[src/rtl/inner_write_request_issuer_if.sv]
// ----------------------------------------------------------------------------
// inner_write_request_issuer_if
//   Bundles the command, source-beat and inner AW/W channel signals of the
//   inner write request issuer.
//
//   master : the issuer. It accepts commands and source beats and drives the
//            inner AW/W channel, CMD_DONE and BUSY.
//   slave  : the environment. It supplies commands and source beats and
//            provides the inner AW/W ready signals.
//
//   CMD_*    command address/length handshake (CMD_LEN = beats - 1)
//   SRC_*    raw data-beat stream handshake
//   INNER_*  inner write-channel AW and W signals
//   CMD_DONE one-cycle pulse after the last beat of a command is accepted
//   BUSY     any command still pending on AW or W
// ----------------------------------------------------------------------------
interface inner_write_request_issuer_if #(
  parameter int AddressWidth       = 32,
  parameter int DataWidth          = 32,
  parameter int InnerIFLengthWidth = 16
);
  logic [AddressWidth-1:0]       CMD_ADDR;
  logic [InnerIFLengthWidth-1:0] CMD_LEN;
  logic                          CMD_VALID;
  logic                          CMD_READY;

  logic [DataWidth-1:0]          SRC_DATA;
  logic                          SRC_VALID;
  logic                          SRC_READY;

  logic [AddressWidth-1:0]       INNER_AWADDR;
  logic [InnerIFLengthWidth-1:0] INNER_AWLEN;
  logic                          INNER_AWVALID;
  logic                          INNER_AWREADY;

  logic [DataWidth-1:0]          INNER_WDATA;
  logic                          INNER_WLAST;
  logic                          INNER_WVALID;
  logic                          INNER_WREADY;

  logic                          CMD_DONE;
  logic                          BUSY;

  modport master (
    input  CMD_ADDR, CMD_LEN, CMD_VALID,
    output CMD_READY,
    input  SRC_DATA, SRC_VALID,
    output SRC_READY,
    output INNER_AWADDR, INNER_AWLEN, INNER_AWVALID,
    input  INNER_AWREADY,
    output INNER_WDATA, INNER_WLAST, INNER_WVALID,
    input  INNER_WREADY,
    output CMD_DONE, BUSY
  );

  modport slave (
    output CMD_ADDR, CMD_LEN, CMD_VALID,
    input  CMD_READY,
    output SRC_DATA, SRC_VALID,
    input  SRC_READY,
    input  INNER_AWADDR, INNER_AWLEN, INNER_AWVALID,
    output INNER_AWREADY,
    input  INNER_WDATA, INNER_WLAST, INNER_WVALID,
    output INNER_WREADY,
    input  CMD_DONE, BUSY
  );
endinterface

[src/rtl/inner_write_request_issuer.sv]
// ----------------------------------------------------------------------------
// inner_write_request_issuer
//   Upstream feeder for an AXI4 master write channel. Commands (address +
//   beat count) pass through a single AW register slice; each accepted
//   command's length is also pushed into a small length queue. The raw
//   source beat stream is passed combinationally to the W channel and framed
//   into bursts by comparing a beat counter against the queue head, which
//   produces INNER_WLAST. Up to 2^LenQDepthLog2 commands may run ahead of
//   their data.
//
//   Ports:
//     ACLK    clock
//     ARESETN asynchronous active-low reset; discards all pending work
//     bus     master side of inner_write_request_issuer_if (command, source
//             beat and inner AW/W signals, CMD_DONE, BUSY)
//
//   LenQDepthLog2 must be at least 1.
// ----------------------------------------------------------------------------
module inner_write_request_issuer #(
  parameter int AddressWidth       = 32,
  parameter int DataWidth          = 32,
  parameter int InnerIFLengthWidth = 16,
  parameter int LenQDepthLog2      = 2
) (
  input  logic                         ACLK,
  input  logic                         ARESETN,
  inner_write_request_issuer_if.master bus
);

  localparam int Depth = 1 << LenQDepthLog2;

  typedef logic [InnerIFLengthWidth-1:0] len_t;
  typedef logic [AddressWidth-1:0]       addr_t;
  // Pointers carry one extra wrap bit so full and empty are distinguishable.
  typedef logic [LenQDepthLog2:0]        ptr_t;

  // AW register slice
  logic  aw_valid_q, aw_valid_d;
  addr_t aw_addr_q,  aw_addr_d;
  len_t  aw_len_q,   aw_len_d;

  // Length queue
  len_t  len_mem_q [Depth];
  len_t  len_mem_d [Depth];
  ptr_t  wr_ptr_q, wr_ptr_d;
  ptr_t  rd_ptr_q, rd_ptr_d;

  // W framing
  len_t  beat_cnt_q, beat_cnt_d;
  logic  cmd_done_q, cmd_done_d;

  logic  lenq_empty;
  logic  lenq_full;
  len_t  lenq_head;
  logic  cmd_ready;
  logic  cmd_accept;
  logic  w_valid;
  logic  w_last;
  logic  w_handshake;
  logic  last_handshake;

  assign lenq_empty = (wr_ptr_q == rd_ptr_q);
  assign lenq_full  = ((wr_ptr_q - rd_ptr_q) == ptr_t'(Depth));
  assign lenq_head  = len_mem_q[rd_ptr_q[LenQDepthLog2-1:0]];

  // Fullness is judged on the registered pointers only, so a pop in the same
  // cycle does not open a slot until the next cycle.
  assign cmd_ready  = (!aw_valid_q || bus.INNER_AWREADY) && !lenq_full;
  assign cmd_accept = bus.CMD_VALID && cmd_ready;

  assign w_valid        = bus.SRC_VALID && !lenq_empty;
  assign w_last         = !lenq_empty && (beat_cnt_q == lenq_head);
  assign w_handshake    = w_valid && bus.INNER_WREADY;
  assign last_handshake = w_handshake && w_last;

  // NOTE: every signal assigned in this block gets a default first, so no
  // path leaves a value unassigned and no latch is inferred.
  always_comb begin
    aw_valid_d = aw_valid_q;
    aw_addr_d  = aw_addr_q;
    aw_len_d   = aw_len_q;
    len_mem_d  = len_mem_q;
    wr_ptr_d   = wr_ptr_q;
    rd_ptr_d   = rd_ptr_q;
    beat_cnt_d = beat_cnt_q;
    cmd_done_d = last_handshake;

    if (cmd_accept) begin
      aw_addr_d  = bus.CMD_ADDR;
      aw_len_d   = bus.CMD_LEN;
      aw_valid_d = 1'b1;
      len_mem_d[wr_ptr_q[LenQDepthLog2-1:0]] = bus.CMD_LEN;
      wr_ptr_d   = wr_ptr_q + ptr_t'(1);
    end else if (bus.INNER_AWREADY) begin
      aw_valid_d = 1'b0;
    end

    // The counter stops at the head value because WLAST fires there, so a
    // maximum-length burst reaches all-ones without wrapping.
    if (last_handshake) begin
      beat_cnt_d = '0;
      rd_ptr_d   = rd_ptr_q + ptr_t'(1);
    end else if (w_handshake) begin
      beat_cnt_d = beat_cnt_q + len_t'(1);
    end
  end

  // NOTE: state registers use non-blocking assignments so every flop samples
  // the values computed before this edge, independent of statement order.
  always_ff @(posedge ACLK or negedge ARESETN) begin
    if (!ARESETN) begin
      aw_valid_q <= 1'b0;
      aw_addr_q  <= '0;
      aw_len_q   <= '0;
      wr_ptr_q   <= '0;
      rd_ptr_q   <= '0;
      beat_cnt_q <= '0;
      cmd_done_q <= 1'b0;
      // NOTE: the queue storage is a handful of flops, so it is cleared with
      // the pointers; a large RAM-backed queue would rely on the pointers
      // alone and leave its storage unreset.
      for (int i = 0; i < Depth; i++) begin
        len_mem_q[i] <= '0;
      end
    end else begin
      aw_valid_q <= aw_valid_d;
      aw_addr_q  <= aw_addr_d;
      aw_len_q   <= aw_len_d;
      wr_ptr_q   <= wr_ptr_d;
      rd_ptr_q   <= rd_ptr_d;
      beat_cnt_q <= beat_cnt_d;
      cmd_done_q <= cmd_done_d;
      len_mem_q  <= len_mem_d;
    end
  end

  assign bus.CMD_READY     = cmd_ready;
  assign bus.INNER_AWADDR  = aw_addr_q;
  assign bus.INNER_AWLEN   = aw_len_q;
  assign bus.INNER_AWVALID = aw_valid_q;
  assign bus.INNER_WDATA   = bus.SRC_DATA;
  assign bus.INNER_WVALID  = w_valid;
  assign bus.INNER_WLAST   = w_last;
  assign bus.SRC_READY     = bus.INNER_WREADY && !lenq_empty;
  assign bus.CMD_DONE      = cmd_done_q;
  assign bus.BUSY          = aw_valid_q || !lenq_empty;

endmodule

[src/flat_wrapper.sv]
// flat-port wrapper written by rule: the top's interface ports become plain ports
module inner_write_request_issuer_flat 
#(
  parameter int AddressWidth       = 32,
  parameter int DataWidth          = 32,
  parameter int InnerIFLengthWidth = 16,
  parameter int LenQDepthLog2      = 2
)
  (ACLK, ARESETN, bus_CMD_ADDR, bus_CMD_LEN, bus_CMD_VALID, bus_CMD_READY, bus_SRC_DATA, bus_SRC_VALID, bus_SRC_READY, bus_INNER_AWADDR, bus_INNER_AWLEN, bus_INNER_AWVALID, bus_INNER_AWREADY, bus_INNER_WDATA, bus_INNER_WLAST, bus_INNER_WVALID, bus_INNER_WREADY, bus_CMD_DONE, bus_BUSY);
  inner_write_request_issuer_if #(.AddressWidth(AddressWidth), .DataWidth(DataWidth), .InnerIFLengthWidth(InnerIFLengthWidth)) bus_i ();
  input  logic ACLK;
  input  logic ARESETN;
  input wire logic [$bits(bus_i.CMD_ADDR)-1:0] bus_CMD_ADDR;
  input wire logic [$bits(bus_i.CMD_LEN)-1:0] bus_CMD_LEN;
  input wire logic [$bits(bus_i.CMD_VALID)-1:0] bus_CMD_VALID;
  output wire logic [$bits(bus_i.CMD_READY)-1:0] bus_CMD_READY;
  input wire logic [$bits(bus_i.SRC_DATA)-1:0] bus_SRC_DATA;
  input wire logic [$bits(bus_i.SRC_VALID)-1:0] bus_SRC_VALID;
  output wire logic [$bits(bus_i.SRC_READY)-1:0] bus_SRC_READY;
  output wire logic [$bits(bus_i.INNER_AWADDR)-1:0] bus_INNER_AWADDR;
  output wire logic [$bits(bus_i.INNER_AWLEN)-1:0] bus_INNER_AWLEN;
  output wire logic [$bits(bus_i.INNER_AWVALID)-1:0] bus_INNER_AWVALID;
  input wire logic [$bits(bus_i.INNER_AWREADY)-1:0] bus_INNER_AWREADY;
  output wire logic [$bits(bus_i.INNER_WDATA)-1:0] bus_INNER_WDATA;
  output wire logic [$bits(bus_i.INNER_WLAST)-1:0] bus_INNER_WLAST;
  output wire logic [$bits(bus_i.INNER_WVALID)-1:0] bus_INNER_WVALID;
  input wire logic [$bits(bus_i.INNER_WREADY)-1:0] bus_INNER_WREADY;
  output wire logic [$bits(bus_i.CMD_DONE)-1:0] bus_CMD_DONE;
  output wire logic [$bits(bus_i.BUSY)-1:0] bus_BUSY;
  assign bus_i.CMD_ADDR = bus_CMD_ADDR;
  assign bus_i.CMD_LEN = bus_CMD_LEN;
  assign bus_i.CMD_VALID = bus_CMD_VALID;
  assign bus_CMD_READY = bus_i.CMD_READY;
  assign bus_i.SRC_DATA = bus_SRC_DATA;
  assign bus_i.SRC_VALID = bus_SRC_VALID;
  assign bus_SRC_READY = bus_i.SRC_READY;
  assign bus_INNER_AWADDR = bus_i.INNER_AWADDR;
  assign bus_INNER_AWLEN = bus_i.INNER_AWLEN;
  assign bus_INNER_AWVALID = bus_i.INNER_AWVALID;
  assign bus_i.INNER_AWREADY = bus_INNER_AWREADY;
  assign bus_INNER_WDATA = bus_i.INNER_WDATA;
  assign bus_INNER_WLAST = bus_i.INNER_WLAST;
  assign bus_INNER_WVALID = bus_i.INNER_WVALID;
  assign bus_i.INNER_WREADY = bus_INNER_WREADY;
  assign bus_CMD_DONE = bus_i.CMD_DONE;
  assign bus_BUSY = bus_i.BUSY;
  inner_write_request_issuer #(.AddressWidth(AddressWidth), .DataWidth(DataWidth), .InnerIFLengthWidth(InnerIFLengthWidth), .LenQDepthLog2(LenQDepthLog2)) u_core (.ACLK(ACLK), .ARESETN(ARESETN), .bus(bus_i));
endmodule
[config.mk]
export PLATFORM = sky130hd
export DESIGN_NAME = inner_write_request_issuer_flat
export DESIGN_NICKNAME = d
export VERILOG_FILES = /design/src/rtl/inner_write_request_issuer_if.sv /design/src/rtl/inner_write_request_issuer.sv /design/src/flat_wrapper.sv
export SDC_FILE = /design/constraint.sdc
export NUM_CORES = 1
export LEC_CHECK = 0
export ABC_AREA = 1
export CORE_MARGIN = 1.5
export CORE_UTILIZATION = 45
export DETAILED_ROUTE_END_ITERATION = 12
export PLACE_DENSITY = 0.74
export SYNTH_ARGS = -nofsm -noshare
export SYNTH_HDL_FRONTEND = slang
export SYNTH_SLANG_ARGS = --single-unit
[constraint.sdc]
create_clock -name ACLK -period 6.55 [get_ports ACLK]
set_clock_uncertainty 0.05 [all_clocks]
set_input_delay 0.655 -clock ACLK [delete_from_list [all_inputs] [get_ports ACLK]]
set_output_delay 0.655 -clock ACLK [all_outputs]
set_load 0.03 [all_outputs]
==> out/summary.txt <==
Leakage: 0.00418 µW
Min cycle time layout: 4180 ps
Final worst-path cycle share: 63.8%
Startpoint types: flip-flop
Final global-route overflow total: 0
Power Dens Cells: 460 nW/µm²
Comb power frac: 38.3%
Die X: 126 µm
Initial antenna violation count: 0
Critical Setup Path Class: flip-flop to output pin
# rows: 44
DP HPWL: 10.9 mm
Seq cells post-synth: 136
Setup repair bufs after CTS: 0
Io pins: 173
1st-iter DRT viols: 390
Layout Nets: 1032
Post-synthesis net count: 975
YS warnings: 0
Internal power: 2300 µW
# DRC: 0
Cell count of the worst reg-to-reg path: 13
Die Height: 126 µm
DP Cell Count: 1103
DR pass1 iterations: 5
TritonCTS Buffers: 17
Hold_buf cts: 0
N_diodes: 0
Clock Sinks: 136
Reg power frac: 36.1%
Average wire per cell in the routed design: 14.5 µm
Sw Pwr: 1510 µW
Final setup vio count: 0
Post-Layout Cell Count: 1135
First-pass GRT wire length: 27.6 mm
Clock Tree Buf Depth: 2
Vias in the first global route: 5616
Clk Latency, worst-skew pair: 420 ps
Tightest Pin Transition: 919 ps
Die area: 15900 µm²
Total track usage: 21.8%
IO buf count: 108
Total number of vias: 5729
HP Class: primary input to async pin
Post-synth cell types: 29
Clock Pin Slew Worst Setup and Hold Paths: 60 ps
Area growth, synth to finish: 21.3%
GPL Wtd Cong: 0.836
RSZ-0062 raised after global routing: false
Fmax: 239 MHz
Commonest non-fill, non-tap cell in the layout: nand2_1
TritonCTS clock tree: built
Core ar.: 14700 µm²
Post-Route WL: 16.5 mm
Post-CTS Resized: 0
Antenna-violating nets left: 0
TNS Setup: 0 ps
Switching share of power: 39.6%
Relative slew slack: 38.7%
Max-Cap Viols: 0
Seq/Total Area, Yosys: 49.8%
Share of cells above drive strength 1: 5.26%
Post-synthesis area per instance: 7.76 µm²
Vias/cell: 5.05
Status: completed
Commonest cells after routing, fill and taps aside: nand2_1, dfrtp_1, nand3_1
Starting Density: 46.5%
CP required: 5840 ps
Cell count after synthesis: 881
Slew Viols, Final: 0
Root Driver: clkbuf_16
Critical Path AT: 3470 ps
Post-layout util: 56.4%
Clk pwr share: 25.6%
Cell area after synthesis: 6840 µm²
Htree depth: 4
Crit end category: output pin
Largest net degree at the start of global routing: 80
Max rail drop VDD: 0.286 mV
Crit-path max FO: 50
Final hold violations: 0
[power by group through the flow]
stage	Combinational (µW)	Sequential (µW)	Clock, µW
after detailed placement	1460	1380	0
after floorplan	767	1590	0
after global routing	1630	1420	1030
final	1460	1380	977
after global placement	1430	1380	0
after CTS	1470	1380	987
[registers in the layout, indices dropped and copies added (netlist names)]
signal,count
u_core.bus.CMD_DONE,1
u_core.len_mem_q,64
u_core.rd_ptr_q,3
u_core.bus.INNER_AWLEN,16
u_core.bus.INNER_AWADDR,32
u_core.bus.INNER_AWVALID,1
u_core.beat_cnt_q,16
u_core.wr_ptr_q,3
[layout make-up]
class	instances	area, µm²
Clock buffer	19	433
Clock inverter	13	168
Fill cell	1340	6400
Inverter	44	171
Multi-Input combinational cell	627	2780
Sequential cell	136	3400
Tap cell	184	230
Timing Repair Buffer	112	1110
[metal layers]
layer | up-vias | part of all wire (%) | GRT usage (%)
met4 | 0 | 1.5 | 7.57
met1 | 2625 | 45 | 29.3
met2 | 193 | 45 | 33.1
met3 | 26 | 8.6 | 7.51
met5 | - | 0 | 0
li1 | 2885 | - | -
[through the flow]
stage,setup WS (ps),hold WS [ps],total power [µW],instance area (µm²)
6_report,2370,175,3810,8300
5_1_grt,2160,219,4080,8300
4_1_cts,2350,199,3830,8300
3_5_place_dp,2560,408,2840,7700
3_3_place_gp,2650,404,2810,7700
2_1_floorplan,3900,309,2350,6840
[worst paths after layout]
path,from,to,slack (ps)
max in group asynchronous,ARESETN,u_core.len_mem_q[11]$_DFFE_PN0P_,4920
hold reg to reg,u_core.bus.INNER_AWLEN[14]$_DFFE_PN0P_,u_core.bus.INNER_AWLEN[14]$_DFFE_PN0P_,420
setup reg to reg,u_core.rd_ptr_q[1]$_DFFE_PN0P_,u_core.wr_ptr_q[2]$_DFFE_PN0P_,2540
hold / removal,ARESETN,u_core.beat_cnt_q[3]$_DFFE_PN0P_,180
setup / recovery,u_core.rd_ptr_q[1]$_DFFE_PN0P_,bus_CMD_READY,2370
min in group ACLK,u_core.bus.INNER_AWLEN[14]$_DFFE_PN0P_,u_core.bus.INNER_AWLEN[14]$_DFFE_PN0P_,420
[synth_stat cells, drive strengths merged]
cell type / instances / share of area, %
nand2: 377 / 21
dfrtp: 136 / 50
nand3: 107 / 7.8
o21ai: 68 / 5.0
buf: 60 / 6.3
inv: 43 / 2.4
nor2: 37 / 2.5
clkbuf: 14 / 0.77
xor2: 10 / 1.3
nand4: 9 / 0.91
ha: 8 / 1.5
nor3: 5 / 0.37
a21oi: 2 / 0.15
or2: 2 / 0.18
clkinv: 1 / 0.073
nand3b: 1 / 0.11
o21bai: 1 / 0.11
[critical path, cell delays in order (launching register included)]
cell	delay, ps
dfrtp_1	770
inv_4	200
ha_1	350
inv_1	60
o21bai_1	70
or2_1	230
nand3_1	70
nand2_1	60
inv_2	40
buf_4	410
clkdlybuf4s50_1	770
[cells by family after synthesis]
group	Yosys count	share of synthesized area, %
and+or+nand+nor	538	32.7
DFF	136	49.8
buffers and inverters	118	9.62
AOI/OAI and AO/OA	71	5.23
xor gates and xnor gates	10	1.28
adders and majority gates	8	1.46
Power figures use the tool's default switching activity.
